File: src/rtl/rom_reader_pkg.sv
// rtl/rom_reader_pkg.sv - shared types, defaults and sizing helper for the ROM read controller
package rom_reader_pkg;

   typedef enum logic [1:0] {
      ST_IDLE    = 2'd0,
      ST_ACCESS  = 2'd1,
      ST_RECOVER = 2'd2
   } rom_state_t;

   localparam int DEFAULT_WAIT_CYCLES     = 8;
   localparam int DEFAULT_RECOVERY_CYCLES = 1;

   // Wide enough to hold the larger of the two reload values (max - 1).
   function automatic int cnt_width(input int wait_cycles, input int recovery_cycles);
      int m;
      m = 2;
      if (wait_cycles > m)
         m = wait_cycles;
      if (recovery_cycles > m)
         m = recovery_cycles;
      return $clog2(m);
   endfunction

endpackage

File: src/rtl/rom_wait_timer.sv
// rtl/rom_wait_timer.sv - loadable down-counter shared by the access and recovery countdowns
module rom_wait_timer #(
   parameter int WIDTH = 3
) (
   input  logic             clk,
   input  logic             rst_n,
   input  logic             load,
   input  logic [WIDTH-1:0] load_value,
   output logic             zero
);

   logic [WIDTH-1:0] count;

   // Counts down and parks at zero until the next load.
   always_ff @(posedge clk or negedge rst_n) begin
      if (!rst_n)
         count <= '0;
      else if (load)
         count <= load_value;
      else if (count != '0)
         count <= count - 1'b1;
   end

   assign zero = (count == '0);

endmodule

File: src/rtl/rom_async_reader.sv
// rtl/rom_async_reader.sv - read controller for an asynchronous 27xxx-style ROM; ROM_READER_CACHE_EN adds a one-entry last-word cache
module rom_async_reader
   import rom_reader_pkg::*;
#(
   parameter int DATA_WIDTH      = 8,
   parameter int ADDR_WIDTH      = 15,
   parameter int WAIT_CYCLES     = DEFAULT_WAIT_CYCLES,
   parameter int RECOVERY_CYCLES = DEFAULT_RECOVERY_CYCLES
) (
   input  logic                  clk,
   input  logic                  RSTn,
   input  logic                  REQ,
   input  logic [ADDR_WIDTH-1:0] REQ_ADDR,
   output logic                  BUSY,
   output logic                  DVALID,
   output logic [DATA_WIDTH-1:0] DOUT,
   output logic [ADDR_WIDTH-1:0] ROM_ADDR,
   output logic                  ROM_CEn,
   output logic                  ROM_OEn,
   input  logic [DATA_WIDTH-1:0] ROM_DATA
);

   localparam int CW = cnt_width(WAIT_CYCLES, RECOVERY_CYCLES);
   localparam logic [CW-1:0] WAIT_LOAD    = CW'(WAIT_CYCLES - 1);
   localparam logic [CW-1:0] RECOVER_LOAD = CW'((RECOVERY_CYCLES > 0) ? RECOVERY_CYCLES - 1 : 0);
   localparam bit HAS_RECOVERY = (RECOVERY_CYCLES > 0);

   rom_state_t      state;
   logic            tmr_load;
   logic [CW-1:0]   tmr_value;
   logic            tmr_zero;
   logic            hit;
   logic [DATA_WIDTH-1:0] hit_data;

`ifdef ROM_READER_CACHE_EN
   logic [ADDR_WIDTH-1:0] cache_tag;
   logic [DATA_WIDTH-1:0] cache_data;
   logic                  cache_valid;

   // Refilled on every completed bus read; invalidated only by reset.
   always_ff @(posedge clk or negedge RSTn) begin
      if (!RSTn) begin
         cache_tag   <= '0;
         cache_data  <= '0;
         cache_valid <= 1'b0;
      end else if (state == ST_ACCESS && tmr_zero) begin
         cache_tag   <= ROM_ADDR;
         cache_data  <= ROM_DATA;
         cache_valid <= 1'b1;
      end
   end

   assign hit      = cache_valid && (REQ_ADDR == cache_tag);
   assign hit_data = cache_data;
`else
   assign hit      = 1'b0;
   assign hit_data = '0;
`endif

   always_comb begin
      tmr_load  = 1'b0;
      tmr_value = WAIT_LOAD;
      case (state)
         ST_IDLE: begin
            if (REQ && !hit)
               tmr_load = 1'b1;
         end
         ST_ACCESS: begin
            if (tmr_zero && HAS_RECOVERY) begin
               tmr_load  = 1'b1;
               tmr_value = RECOVER_LOAD;
            end
         end
         default: ;
      endcase
   end

   rom_wait_timer #(
      .WIDTH (CW)
   ) u_timer (
      .clk        (clk),
      .rst_n      (RSTn),
      .load       (tmr_load),
      .load_value (tmr_value),
      .zero       (tmr_zero)
   );

   // ROM_ADDR only moves on the accepting edge, so it is stable while strobes are low.
   always_ff @(posedge clk or negedge RSTn) begin
      if (!RSTn) begin
         state    <= ST_IDLE;
         BUSY     <= 1'b0;
         DVALID   <= 1'b0;
         DOUT     <= '0;
         ROM_ADDR <= '0;
         ROM_CEn  <= 1'b1;
         ROM_OEn  <= 1'b1;
      end else begin
         DVALID <= 1'b0;
         case (state)
            ST_IDLE: begin
               if (REQ) begin
                  if (hit) begin
                     DOUT   <= hit_data;
                     DVALID <= 1'b1;
                  end else begin
                     ROM_ADDR <= REQ_ADDR;
                     ROM_CEn  <= 1'b0;
                     ROM_OEn  <= 1'b0;
                     BUSY     <= 1'b1;
                     state    <= ST_ACCESS;
                  end
               end
            end
            ST_ACCESS: begin
               if (tmr_zero) begin
                  DOUT    <= ROM_DATA;
                  DVALID  <= 1'b1;
                  ROM_CEn <= 1'b1;
                  ROM_OEn <= 1'b1;
                  if (HAS_RECOVERY) begin
                     state <= ST_RECOVER;
                  end else begin
                     BUSY  <= 1'b0;
                     state <= ST_IDLE;
                  end
               end
            end
            ST_RECOVER: begin
               if (tmr_zero) begin
                  BUSY  <= 1'b0;
                  state <= ST_IDLE;
               end
            end
            default: begin
               BUSY    <= 1'b0;
               ROM_CEn <= 1'b1;
               ROM_OEn <= 1'b1;
               state   <= ST_IDLE;
            end
         endcase
      end
   end

endmodule

File: config.mk
export PLATFORM = sky130hd
export DESIGN_NAME = rom_async_reader
export DESIGN_NICKNAME = d
export VERILOG_FILES = /design/src/rtl/rom_reader_pkg.sv /design/src/rtl/rom_wait_timer.sv /design/src/rtl/rom_async_reader.sv
export SDC_FILE = /design/constraint.sdc
export NUM_CORES = 1
export LEC_CHECK = 0
export BUFFER_PORTS_ARGS = -buffer_cell sky130_fd_sc_hd__buf_2
export CORE_UTILIZATION = 40
export CTS_CLUSTER_SIZE = 28
export DETAILED_ROUTE_END_ITERATION = 10
export GPL_ROUTABILITY_DRIVEN = 0
export PLACE_DENSITY = 0.7
export SLEW_MARGIN = 0
export SYNTH_ARGS = -nofsm -noshare
export SYNTH_HDL_FRONTEND = slang
export SYNTH_SLANG_ARGS = --single-unit
File: constraint.sdc
create_clock -name clk -period 2.3 [get_ports clk]
set_input_delay 0 -clock clk [delete_from_list [all_inputs] [get_ports clk]]
set_output_delay 0 -clock clk [all_outputs]
set_load 0.01 [all_outputs]
* Yosys cells after proc, flatten, opt, wreduce, memory -nomap -nowiden *
Index checks and enable logic that the tools add are counted.

storage, ports and cells
  word-level logic and storage cells = 42
  output and inout bits = 27
  input port bits = 26
  register bits = 31

operators by class
  reductions and logical operators = 9
  bitwise gates (word level) = 2
  equality and inequality tests = 5
  add/sub/neg operators = 1
  multiplexer cells = 18

operators with widths
  cell                   number
  $mux W3                4
  $reduce_and A3 Y1      3
  $mux W1                7
  $mux W2                3
  $ne A2 B2 Y1 const B   3
  $pmux W1 S3            2
  $pmux W2 S3            1
  $reduce_and A2 Y1      2
  $logic_not A3 Y1       1
  $reduce_bool A3 Y1     1
  $sub A3 B1 Y3 const B  1
  $eq A2 B1 Y1 const B   1
  $eq A2 B2 Y1 const B   1
  $logic_not A2 Y1       1
  $not A1 Y1             2
  $pmux W1 S2            1
  $reduce_bool A2 Y1     1

* Longest topological paths before layout *
Gate-level depths: netlist of the first run.

  depth in word-level cells = 4
  gate-level depth with buffers = 7
  gate-level depth less buffers = 5

* Modules after synthesis *
From an unflattened synthesis of the first run, not the netlist that was laid out.

unflattened totals
  cells, all modules = 91
  area total of the unflattened synthesis = 1322.5 µm²

modules (own cells, without submodules)
  module            area an instance (µm²)  sequential area each (µm²)  cells each  instances
  rom_async_reader  1122.3                  701.9                       70          1
  rom_wait_timer    200.2                   75.1                        21          1

* Worst setup path after synthesis of the first run *
Ideal clock, no wire load.

  path type = reg2reg
  from = reg u_timer.count[0]
  to = reg DOUT[0]
  buffers on the path = 2
  setup time = 125 ps
  clock period less this slack = 1623 ps
  arrival = 1498 ps
  data required time = 2175 ps
  path slack = 677 ps
  cell stages (with the launch flop) = 8
  cells stage by stage = dfrtp_1 -> inv_1 -> ha_1 -> nor2b_1 -> buf_6 -> nor3b_2 -> buf_6 -> mux2_2

on the way
  longest elaborated chain between the ends = 2

ends and longest elaborated chain
  item                         RTL line                 RTL
  start, declared              rom_wait_timer.sv:12     logic [WIDTH-1:0] count;
  start signal, assigned       rom_wait_timer.sv:19     count <= load_value;
  start signal, assigned       rom_wait_timer.sv:21     count <= count - 1'b1;
  $logic_not A3 Y1             rom_wait_timer.sv:24     assign zero = (count == '0);
  $reduce_and A2 Y1 (no line)  -
  end signal, assigned         rom_async_reader.sv:104  DOUT <= hit_data;
  end, declared                rom_async_reader.sv:16   output logic [DATA_WIDTH-1:0] DOUT,

No other way between the ends.
A chain may end at the register's enable or synchronous reset.

* Worst setup path in the final report of the first run *
Ends and elaborated chain as after synthesis.

==> results of run 1 <==
[power by group through the flow]
| stage | Combinational, mW | Clock [mW] | Sequential (mW) |
|---|---|---|---|
| floorplan | 0.519 | 0 | 1.09 |
| global placement | 0.920 | 0 | 0.977 |
| detailed placement | 0.948 | 0 | 0.988 |
| CTS | 0.983 | 0.324 | 0.982 |
| global route | 1.07 | 0.351 | 1.02 |
| finish | 0.970 | 0.309 | 0.980 |
[metrics by stage]
| step | cells | power [mW] | util (%) | setup WS, ns | hold WS (ns) |
|---|---|---|---|---|---|
| 2_1_floorplan | 84 | 1.61 | - | 0.677 | -0.296 |
| 3_3_place_gp | 179 | 1.90 | 51.7 | 0.637 | 0.0625 |
| 4_1_cts | 211 | 2.29 | 61.7 | 0.508 | 0.257 |
| 6_report | 211 | 2.26 | 61.7 | 0.528 | 0.238 |
| 5_1_grt | 211 | 2.45 | 61.7 | 0.396 | 0.282 |
| 3_5_place_dp | 179 | 1.94 | 51.7 | 0.544 | 0.0772 |
[cell type report]
type / instances / share of cell area, %
clock inverters: 1 / 0.266
repair buffers: 80 / 28.3
well taps: 44 / 2.92
flip-flops and latches: 31 / 41.2
clock buffers: 6 / 2.72
inverters: 5 / 0.996
multi-input cells: 44 / 23.6
[cell usage in the layout, fill, tap and decap left out]
cell / netlist / final
nor2b_1: 1 / 1
inv_1: 5 / 5
nand3b_1: 1 / 1
nor3b_4: 1 / 1
clkbuf_8: 0 / 1
a21o_1: 1 / 1
dfrtp_1: 30 / 30
mux2_2: 15 / 15
clkinv_2: 0 / 1
o21ai_0: 3 / 3
o211ai_1: 2 / 2
dlygate4sd3_1: 0 / 25
buf_2: 0 / 52
nor3b_2: 1 / 1
clkbuf_4: 0 / 5
a21oi_1: 3 / 3
nand2b_1: 1 / 1
nand3_1: 2 / 2
o2bb2ai_1: 1 / 1
mux2_4: 8 / 8
buf_4: 1 / 3
ha_1: 2 / 2
nor2_1: 2 / 2
dfstp_2: 1 / 1
[layer usage]
| metal | share of wire, % | track usage (%) | routed length [um] | up-vias |
|---|---|---|---|---|
| met5 | 0 | 0 | 0 | - |
| met4 | 1.4 | 5.44 | 34 | 0 |
| met3 | 7.1 | 7.03 | 173 | 4 |
| met2 | 51 | 30.2 | 1240 | 34 |
| met1 | 41 | 18.4 | 998 | 449 |
| li1 | - | - | - | 453 |
[worst max path at each step]
stage,start,end,slack [ns],depth (start not counted)
final,u_timer.count[0]$_DFFE_PN0P_,DOUT[0]$_DFFE_PN0P_,0.53,7
after global routing,u_timer.count[0]$_DFFE_PN0P_,DOUT[6]$_DFFE_PN0P_,0.40,7
after CTS,u_timer.count[0]$_DFFE_PN0P_,DOUT[0]$_DFFE_PN0P_,0.51,7
after detailed placement,u_timer.count[0]$_DFFE_PN0P_,DOUT[4]$_DFFE_PN0P_,0.54,7
after global placement,u_timer.count[0]$_DFFE_PN0P_,DOUT[3]$_DFFE_PN0P_,0.64,7
after floorplan,u_timer.count[0]$_DFFE_PN0P_,DOUT[0]$_DFFE_PN0P_,0.68,7
[cells by family (layout without fill, tap and decap cells)]
| group | after synthesis | after routing |
|---|---|---|
| flops | 31 | 31 |
| mux | 23 | 23 |
| compound gates | 10 | 10 |
| simple gates | 9 | 9 |
| buf+inv | 9 | 92 |
| fa+ha+maj | 2 | 2 |
[flip-flops by register name, indices dropped and copies added (netlist names)]
| name | count |
|---|---|
| BUSY | 1 |
| ROM_ADDR | 15 |
| state | 2 |
| DVALID | 1 |
| u_timer.count | 3 |
| ROM_OEn | 1 |
| DOUT | 8 |
[timing repair]
| item | in CTS | in global routing |
|---|---|---|
| hold buffers | 25 | 0 |
| setup buffers | 0 | 0 |
| endpoints found under the hold margin | 54 | 0 |
==> results by group, run 1 <==
Floorplan
  • Die area: roughly 0.0034 sq mm
  • Row count: 20
  • # IOs: 53
  • Die height: ~60 um
  • Core Region: 0.00305 sq mm
  • Die Wd: about 59 um
  • Starting density of the core: 42.1%

Power and ir drop
  • Clock power share: a little over an eighth
  • Switching pwr: around 750 uW
  • Logic pwr share: between 40% and 50%
  • PwrDens: ~1200 mW/mm^2
  • Worst IR Drop VDD: 0.000473 V
  • LEAKAGE: a little over 0.9 nW
  • Switching share of power: 33.3%
  • Sequential Power Share: ~43%
  • Cell Int Power: approximately 1.5 mW

Synth
  • Post-Syn Instances: 84
  • Compound-Gate Fraction of Synth Area: 4.77%
  • Post-Synth Simple-Gate Area: 5.36%
  • Post-synth top cells: dfrtp_1 (30), mux2_2 (15), mux2_4 (8)
  • Largest family of logic cells by synthesized area: multiplexers
  • Fraction of registers with async set/reset: 100%
  • Syn Nets: about 110
  • Count leader, synth: dfrtp_1
  • Synth Flop Type: dfrtp_1
  • Post-synth top area cell: dfrtp_1
  • Count of different cell masters after synthesis: 21
  • #FFs+latches synth: 31
  • Sequential area share after synthesis: 60.5%
  • Post-synthesis adder-cell area fraction: under 10%
  • Mapped Area: roughly 0.0013 sq mm
  • Top cell type's share of synthesized area: between 50 and 60%
  • Synth Area in XOR/XNOR: 0%
  • Number of synthesized flops with an enable pin: 0
  • Mapped Avg Cell Area: 15.3 sq um
  • Synth warn: 0
  • Area contributors post-synth: dfrtp_1 (58%), mux2_2 (13%), mux2_4 (9.3%), dfstp_2 (2.0%), ha_1 (1.9%)
  • Mux cell area share after synthesis: 22.5%

Placement
  • DP HPWL: roughly 1.6 mm
  • IO buf count: between 50 and 60
  • Placed Instance Area: between 0.0015 and 0.002 sq mm

STA
  • Period utilisation layout: slightly below 80%
  • Worst slew margin: 55.9%
  • Setup TNS: 0 ns
  • Slew @ Worst Pin: 0.662 ns
  • RSZ-0062 raised after global routing: no
  • Worst clock skew: around 0.007 ns
  • Finish-stage setup viols: 0
  • Max-slew violations: 0
  • Fin crit period: around 1.8 ns
  • Fmax achieved: 564 MHz
  • Final hold vios: 0

Worst setup path
  • Critical path endpoint category: flop
  • Reg2Reg Depth: 7
  • CP max stage delay: roughly 0.41 ns
  • Largest delay contributor family on the critical path: buffers and inverters
  • Top fanout value on the critical path: 10
  • Reg2reg setup slack: 0.53 ns
  • CP max stage cell: dfrtp_1
  • Reg-to-reg startpoint: u_timer.count[0]$_DFFE_PN0P_
  • WS Path Type: reg2reg
  • Worst path bufs/invs: 3
  • CP cell instances: inv_1 -> ha_1 -> nor2b_1 -> buf_4 -> nor3b_2 -> buf_4 -> mux2_2
  • Reg2reg end: DOUT[0]$_DFFE_PN0P_
  • Most used cell along the critical path: buf_4
  • Crit path DAT: between 1.5 and 2 ns
  • Critical path required time: 2.51 ns
  • Startpoint types: flop

Final layout
  • Area occupied by multi-input gates: between 400 and 500 sq um
  • Layout cell share with drive strength beyond 1: 52.7%
  • Ant. Diodes: 0
  • Fillcell total: approximately 260
  • Nets: ~200
  • Register Area: slightly below 800 sq um
  • Area Overhead vs Synth: 46.6%
  • Final Instance Area: around 0.0019 sq mm

Drt
  • First-pass detailed-route iteration total: 2
  • Residual DRC count: 0
  • Routed vias: 940
  • Initial drt markers: 18
  • Post-DRT Antenna Nets: 0
  • Drt via density: ~4.5
  • DR WL/cell: 11.6 um
  • DRT Wirelength: around 2.4 mm

Min path
  • HP Class: in2async

Clock tree
  • H-tree depth: 2
  • Number of buffers created by CTS: 5
  • CTS tree: built
  • CTS root buffer: clkbuf_4
  • Clock Latency Late Sink: between 0.3 and 0.4 ns
  • Cts repair resizes: 0
  • CTS Buffer Depth: 2
  • Clock sink count: 31
  • Clk slew on worst S/H paths: approximately 0.090 ns

Global routing
  • Remaining Overflow, GRT: 0
  • Initial antenna violation count: 0
  • Largest net degree at the start of global routing: 32
  • Total GRT Usage: 17.0%
  • Global-route wire length before repair: roughly 4.3 mm
  • Vias in the first global route: roughly 1000

Run status
  • Status: completed

Flow run
  • Max Cap Violations: 0
No activity file was read; power rests on OpenSTA's default activity.
==> run 2, diff against run 1 <==
==> constraint.sdc (replaced) <==
create_clock -name clk -period 1.7 [get_ports clk]
set_input_delay 0 -clock clk [delete_from_list [all_inputs] [get_ports clk]]
set_output_delay 0 -clock clk [all_outputs]
set_load 0.01 [all_outputs]
==> run 2 against run 1 <==
Net effect:
- routed wire length is 13% higher
- cell area is 3.5% higher
- hold slack worse by 0.20 ns
- critical path depth is 1 lower
- power is 44% higher
- fmax is 12% higher
- via count is 4.1% higher
- sequential power is 37% higher
- clock power is 53% higher
- utilization is 2.2 points higher
- global-route usage is 0.63 points higher
==> results by group, run 2 (synthesized netlist as in run 1, its figures left out) <==
Power and ir drop
  • Sequential Power Share: 41.2% (-2.2 points)
  • Cell Int Power: 2.16 mW (+43%)
  • Overall power: 3.25 mW (+44%)
  • Clock power share: 14.5% (+0.8 points)
  • LEAKAGE: 0.946 nW (+2.3%)
  • Switching share of power: 33.6% (+0.25 points)
  • Worst IR Drop VDD: 0.000996 V (+110%)
  • PwrDens: 1670 mW/mm^2 (+39%)
  • Switching pwr: 1.09 mW (+45%)
  • Logic pwr share: 44.2% (+1.3 points)

Flow run
  • Max Cap Violations: 0 (unchanged)

Drt
  • Residual DRC count: 0 (unchanged)
  • Drt via density: 4.55 (+2.2%)
  • First-pass detailed-route iteration total: 4 (+2)
  • Initial drt markers: 14 (-4)
  • Post-DRT Antenna Nets: 0 (unchanged)
  • Routed vias: 979 (+4.1%)
  • DRT Wirelength: 2.77 mm (+13%)
  • DR WL/cell: 12.9 um (+11%)

Final layout
  • Nets: 198 (+1.5%)
  • Max reg flops: 15 (unchanged)
  • Commonest non-fill, non-tap cell in the layout: buf_2
  • Layout cell share with drive strength beyond 1: 56.1% (+3.4 points)
  • Ant. Diodes: 0 (unchanged)
  • Top flop regs: ROM_ADDR (15), DOUT (8), u_timer.count (3)
  • Highest-count cells in the layout ignoring fill and taps: buf_2 (52), dfrtp_1 (30), dlygate4sd3_1 (24)
  • Reg with most FFs: ROM_ADDR
  • Area Overhead vs Synth: 51.8%

Worst setup path
  • CP max stage delay: 0.40 ns (about the same)
  • Startpoint types: flop
  • CP cell instances: inv_2 -> ha_4 -> nor2b_4 -> nor3b_4 -> buf_6 -> mux2_2
  • Worst path bufs/invs: 2 (-1)
  • Critical path required time: 1.91 ns (-0.60 ns)
  • Reg2reg setup slack: 0.11 ns (-0.42 ns)
  • CP max stage cell: dfrtp_1
  • Reg-to-reg startpoint: u_timer.count[0]$_DFFE_PN0P_
  • Top fanout value on the critical path: 5 (-5)
  • Reg2Reg Depth: 6 (-1)
  • Largest delay contributor family on the critical path: flip-flops
  • Reg2reg end: DOUT[7]$_DFFE_PN0P_
  • WS Path Type: reg2reg
  • Crit path DAT: 1.80 ns (-0.18 ns)
  • Critical path endpoint category: flop

STA
  • Worst clock skew: 0.00319 ns (-0.00401 ns)
  • Slack of the critical path: 0.113 ns (-0.415 ns)
  • Slew @ Worst Pin: 0.655 ns (-0.00736 ns)
  • Fin crit period: 1.59 ns (-0.185 ns)
  • Fmax achieved: 630 MHz (+12%)
  • Hold WS: 0.0384 ns (-0.199 ns)
  • Setup TNS: 0 ns (unchanged)
  • Period utilisation layout: 93.3% (+16 points)
  • Max-slew violations: 0 (unchanged)
  • Finish-stage setup viols: 0 (unchanged)
  • RSZ-0062 raised after global routing: no
  • Final hold vios: 0 (unchanged)
  • Worst slew margin: 56.3% (+0.49 points)

Clock tree
  • Number of buffers created by CTS: 5 (unchanged)
  • Clock Latency Late Sink: 0.32 ns (about the same)
  • Clock sink count: 31 (unchanged)
  • Clk slew on worst S/H paths: 0.09 ns (about the same)
  • H-tree depth: 2 (unchanged)
  • CTS root buffer: clkbuf_4
  • CTS Buffer Depth: 2 (unchanged)
  • CTS tree: built

Min path
  • Hold path depth: 3
  • HP Class: in2reg
  • Hold Path Origin: REQ
  • Hold Crit Endpoint: BUSY$_DFFE_PN0P_

Placement
  • Dpl ws: 0.0642 ns (-0.480 ns)
  • IO buf count: 52 (unchanged)
  • DP HPWL: 1.71 mm (+6.1%)

Floorplan
  • Row count: 20 (unchanged)
  • Die height: 58.7 um (unchanged)
  • Die Wd: 58.7 um (unchanged)
  • Starting density of the core: 42.1% (unchanged)
  • # IOs: 53 (unchanged)
  • Core Region: 0.00305 sq mm (unchanged)
  • Die area: 0.00344 sq mm (unchanged)

Global routing
  • Total GRT Usage: 17.6% (+0.63 points)
  • Initial antenna violation count: 0 (unchanged)
  • Remaining Overflow, GRT: 0 (unchanged)
  • Largest net degree at the start of global routing: 32 (unchanged)
  • Vias in the first global route: 1040 (+1.4%)
  • Global-route wire length before repair: 4.39 mm (+2.9%)

Run status
  • Status: completed
-- run 2: how the worst max path moves through the flow --
stage / startpoint / endpoint / slack, ns / depth (start not counted)
2_1_floorplan: u_timer.count[0]$_DFFE_PN0P_ / DOUT[0]$_DFFE_PN0P_ / 0.08 / 7
3_3_place_gp: u_timer.count[0]$_DFFE_PN0P_ / DOUT[3]$_DFFE_PN0P_ / 0.14 / 6
3_5_place_dp: u_timer.count[0]$_DFFE_PN0P_ / DOUT[4]$_DFFE_PN0P_ / 0.06 / 6
4_1_cts: u_timer.count[0]$_DFFE_PN0P_ / DOUT[4]$_DFFE_PN0P_ / 0.04 / 6
5_1_grt: u_timer.count[0]$_DFFE_PN0P_ / DOUT[2]$_DFFE_PN0P_ / 0.01 / 6
6_report: u_timer.count[0]$_DFFE_PN0P_ / DOUT[7]$_DFFE_PN0P_ / 0.11 / 6
-- run 2: layer usage --
metal / part of all wire, % / wire (um) / vias to the layer above / global-route usage, %
met3: 4.7 / 131 / 7 / 5.05
met4: 2.4 / 66 / 0 / 9.52
met5: 0 / 0 / - / 0
met2: 54 / 1490 / 41 / 31.2
li1: - / - / 466 / -
met1: 39 / 1080 / 465 / 19.0
-- run 2: what timing repair did --
item / 4_1_cts / 5_1_grt
buffers inserted: 0 / 2
gates resized for setup: 0 / 10
hold buffers: 24 / 0
endpoints found under the setup margin: 0 / 8
hold endpoints to repair: 53 / 0
-- run 2: cell type report --
cell class | count | area [sq um]
fill | 255 | 1100
sequential | 31 | 777
timing repair buffer | 83 | 561
multi-input combinational | 44 | 470
clock buffer | 8 | 68.8
tap | 44 | 55.1
inverter | 5 | 18.8
-- run 2: power by group through the flow --
stage	Clock (mW)	Sequential, mW	Combinational [mW]
global route	0.520	1.39	1.58
CTS	0.489	1.34	1.35
finish	0.472	1.34	1.44
floorplan	0	1.48	0.702
global placement	0	1.32	1.25
detailed placement	0	1.34	1.30
-- run 2: worst reg2reg max path, cell delays in order, from the launching register on --
cell and delay [ns]:
dfrtp_1 0.40, inv_2 0.09, ha_4 0.13, nor2b_4 0.14, nor3b_4 0.24, buf_6 0.16, mux2_2 0.33
-- run 2: metrics by stage --
step                      util [%]  instance area, sq um  instances
after floorplan                  -                  1280         84
after global placement        51.9                  1590        180
after detailed placement      51.9                  1590        180
after CTS                     62.0                  1890        212
after global routing          63.9                  1950        215
final                         63.9                  1950        215
==> run 3, diff against run 2 <==
--- a/config.mk
+++ b/config.mk
@@ -14,4 +14,5 @@
 export SLEW_MARGIN = 0
 export SYNTH_ARGS = -nofsm -noshare
 export SYNTH_HDL_FRONTEND = slang
+export SYNTH_HIERARCHICAL = 1
 export SYNTH_SLANG_ARGS = --single-unit
==> run 3 against run 2 <==
Net effect:
- clock skew about the same
- critical path type unchanged
- sequential power about the same
- power up 1.5%
==> results by group, run 3 <==
Run status
  • Status: completed

Placement
  • Dpl ws: -0.110 ns (-0.175 ns)
  • DP HPWL: 1.73 mm (+0.89%)
  • Cell count after placement: 185 (+2.8%)
  • Placed Instance Area: 0.00162 sq mm (+1.9%)
  • IO buf count: 52 (unchanged)

Synth
  • Syn Nets: 119 (+6.3%)
  • Sequential area share after synthesis: 58.8% (-1.7 points)
  • Post-Syn Instances: 91 (+8.3%)
  • Number of synthesized flops with an enable pin: 0 (unchanged)
  • Count leader, synth: dfrtp_1
  • Fraction of registers with async set/reset: 100% (unchanged)
  • #FFs+latches synth: 31 (unchanged)
  • Post-synth top cells: dfrtp_1 (30), mux2_2 (16), mux2_4 (7)
  • Top cell type's share of synthesized area: 56.8% (-1.7 points)
  • Mapped Area: 0.00132 sq mm (+2.9%)
  • Synth warn: 6 (+6)
  • Mapped Avg Cell Area: 14.5 sq um (-5.0%)
  • Synth Flop Type: dfrtp_1
  • Count of different cell masters after synthesis: 25 (+19%)
  • Post-synth top area cell: dfrtp_1
  • Area contributors post-synth: dfrtp_1 (57%), mux2_2 (14%), mux2_4 (7.9%), dfstp_2 (2.0%), ha_1 (1.9%)

Final layout
  • Max reg flops: 15 (unchanged)
  • Final Util: 64.4% (+0.50 points)
  • Cell Count, Final, Fillers Out: 220 (+2.3%)
  • Area Overhead vs Synth: 51.1%
  • Top flop regs: ROM_ADDR (15), DOUT (8), u_timer/count (3)
  • Nets: 203 (+2.5%)
  • Final Instance Area: 0.00200 sq mm (+2.4%)
  • Reg with most FFs: ROM_ADDR
  • Commonest non-fill, non-tap cell in the layout: buf_2
  • Highest-count cells in the layout ignoring fill and taps: buf_2 (52), dfrtp_1 (30), dlygate4sd3_1 (25)
  • Ant. Diodes: 0 (unchanged)
  • Layout cell share with drive strength beyond 1: 54.5% (-1.6 points)

Clock tree
  • Clk slew on worst S/H paths: 0.09 ns (about the same)
  • CTS Buffer Depth: 2 (unchanged)
  • CTS root buffer: clkbuf_4
  • Clock sink count: 31 (unchanged)
  • Clock Latency Late Sink: 0.33 ns (about the same)
  • CTS tree: built
  • H-tree depth: 2 (unchanged)
  • Number of buffers created by CTS: 5 (unchanged)

Power and ir drop
  • Cell Int Power: 2.25 mW (+4.0%)
  • PwrDens: 1650 mW/mm^2 (-0.95%)
  • LEAKAGE: 0.993 nW (+4.9%)
  • Clock power share: 17.9% (+3.4 points)
  • Sequential Power Share: 39.7% (-1.5 points)
  • Switching pwr: 1.05 mW (-3.6%)
  • Worst IR Drop VDD: 0.000747 V (-25%)
  • Logic pwr share: 42.4% (-1.8 points)
  • Switching share of power: 31.9% (-1.7 points)

Worst setup path
  • Top fanout value on the critical path: 7 (+2)
  • CP cell instances: inv_1 -> ha_2 -> nand2b_4 -> inv_2 -> nand2_2 -> or2_4 -> mux2_4
  • WS Path Type: reg2reg
  • CP max stage cell: dfrtp_1
  • Crit path DAT: 1.88 ns (+0.08 ns)
  • Startpoint types: flop
  • CP max stage delay: 0.40 ns (about the same)
  • Critical path endpoint category: flop
  • Critical path required time: 1.91 ns (about the same)

STA
  • Fmax achieved: 602 MHz (-4.5%)
  • Slew @ Worst Pin: 0.647 ns (-0.00751 ns)
  • Finish-stage setup viols: 0 (unchanged)
  • Period utilisation layout: 97.7% (+4.4 points)
  • Slack of the critical path: 0.0387 ns (-0.0744 ns)
  • Max-slew violations: 0 (unchanged)
  • Fin crit period: 1.66 ns (+0.0744 ns)
  • Final hold vios: 0 (unchanged)
  • Worst slew margin: 56.8% (+0.50 points)
  • Worst clock skew: 0.00361 ns (+0.000425 ns)

Global routing
  • Remaining Overflow, GRT: 0 (unchanged)
  • Vias in the first global route: 966 (-7.1%)
  • Total GRT Usage: 16.0% (-1.6 points)
  • Initial antenna violation count: 0 (unchanged)
  • Global-route wire length before repair: 4.08 mm (-6.9%)
  • Largest net degree at the start of global routing: 32 (unchanged)

Floorplan
  • Die height: 59.5 um (+1.4%)
  • Starting density of the core: 42.6% (+0.53 points)
  • Core Region: 0.00310 sq mm (+1.6%)
  • Die area: 0.00354 sq mm (+2.8%)
  • Die Wd: 59.5 um (+1.4%)
  • Row count: 20 (unchanged)
  • # IOs: 53 (unchanged)

Drt
  • Residual DRC count: 0 (unchanged)
  • Routed vias: 996 (+1.7%)
  • DRT Wirelength: 2.69 mm (-2.7%)
  • Drt via density: 4.53 (-0.58%)
  • Initial drt markers: 20 (+6)
  • Post-DRT Antenna Nets: 0 (unchanged)
  • First-pass detailed-route iteration total: 4 (unchanged)
  • DR WL/cell: 12.2 um (-5.0%)

Min path
  • HP Class: in2async

Flow run
  • Max Cap Violations: 0 (unchanged)
[run 3: per-layer routing]
layer | vias to the layer above | share of wire [%] | global-route usage, %
met3 | 3 | 7.5 | 6.77
met4 | 0 | 1.3 | 4.98
li1 | 482 | - | -
met2 | 39 | 47 | 27.3
met5 | - | 0 | 0
met1 | 472 | 44 | 18.1
[run 3: stage by stage]
| step | hold WS [ns] | setup TNS, ns | power (mW) |
|---|---|---|---|
| after global placement | 0.0601 | 0 | 2.52 |
| final | 0.240 | 0 | 3.30 |
| after detailed placement | 0.0754 | -0.136 | 2.60 |
| after CTS | 0.242 | 0 | 3.28 |
| after floorplan | -0.296 | 0 | 2.14 |
| after global routing | 0.286 | -0.0994 | 3.53 |
[run 3: power by group through the flow]
| stage | registers, mW | clock network [mW] | logic [mW] |
|---|---|---|---|
| finish | 1.31 | 0.590 | 1.40 |
| floorplan | 1.45 | 0 | 0.692 |
| CTS | 1.31 | 0.616 | 1.35 |
| global route | 1.35 | 0.645 | 1.53 |
| global placement | 1.29 | 0 | 1.23 |
| detailed placement | 1.32 | 0 | 1.28 |
[run 3: worst max-delay path: cells and delay by family, from the launching register on]
family,cells,cell delay [ns]
fa+ha+maj,1,0.23
buf+inv,2,0.15
flops,1,0.40
mux,1,0.31
simple gates,3,0.46
[run 3: final timing paths]
kind / cells after the start / startpoint / end / slack, ns
worst max register to register: 7 / u_timer/count[1]$_DFFE_PN0P_ / DOUT[5]$_DFFE_PN0P_ / 0.04
max in group asynchronous: 2 / RSTn / DOUT[5]$_DFFE_PN0P_ / 1.04
worst max-delay path: 7 / u_timer/count[1]$_DFFE_PN0P_ / DOUT[5]$_DFFE_PN0P_ / 0.04
worst min-delay path: 2 / RSTn / ROM_ADDR[10]$_DFFE_PN0P_ / 0.24
min in group clk: 3 / REQ_ADDR[11] / ROM_ADDR[11]$_DFFE_PN0P_ / 0.44
worst min register to register: 2 / BUSY$_DFFE_PN0P_ / BUSY$_DFFE_PN0P_ / 0.51
[run 3: cell families after synthesis]
logic type | share of synthesized area (%)
multiplexers | 21.6
flip-flops | 58.8
AO/OA/AOI/OAI | 4.54
AND/OR/NAND/NOR | 9.27
adder cells (fa/ha/maj) | 1.89
buffers and inverters | 3.97
[run 3: repair_timing]
| item | 4_1_cts | 5_1_grt |
|---|---|---|
| hold endpoints to repair | 54 | 0 |
| resized for setup | 5 | 3 |
| buffers inserted | 0 | 1 |
| hold buffers | 25 | 0 |
| pin swaps | 1 | 1 |
| setup endpoints to repair | 2 | 10 |
| gates cloned | 1 | 0 |
[run 3: cell type report]
type,count,area [sq um]
inverter,6,22.5
timing repair buffer,79,526
tap,44,55.1
sequential,31,777
clock inverter,2,35.0
fill,267,1100
multi-input combinational,52,532
clock buffer,6,51.3
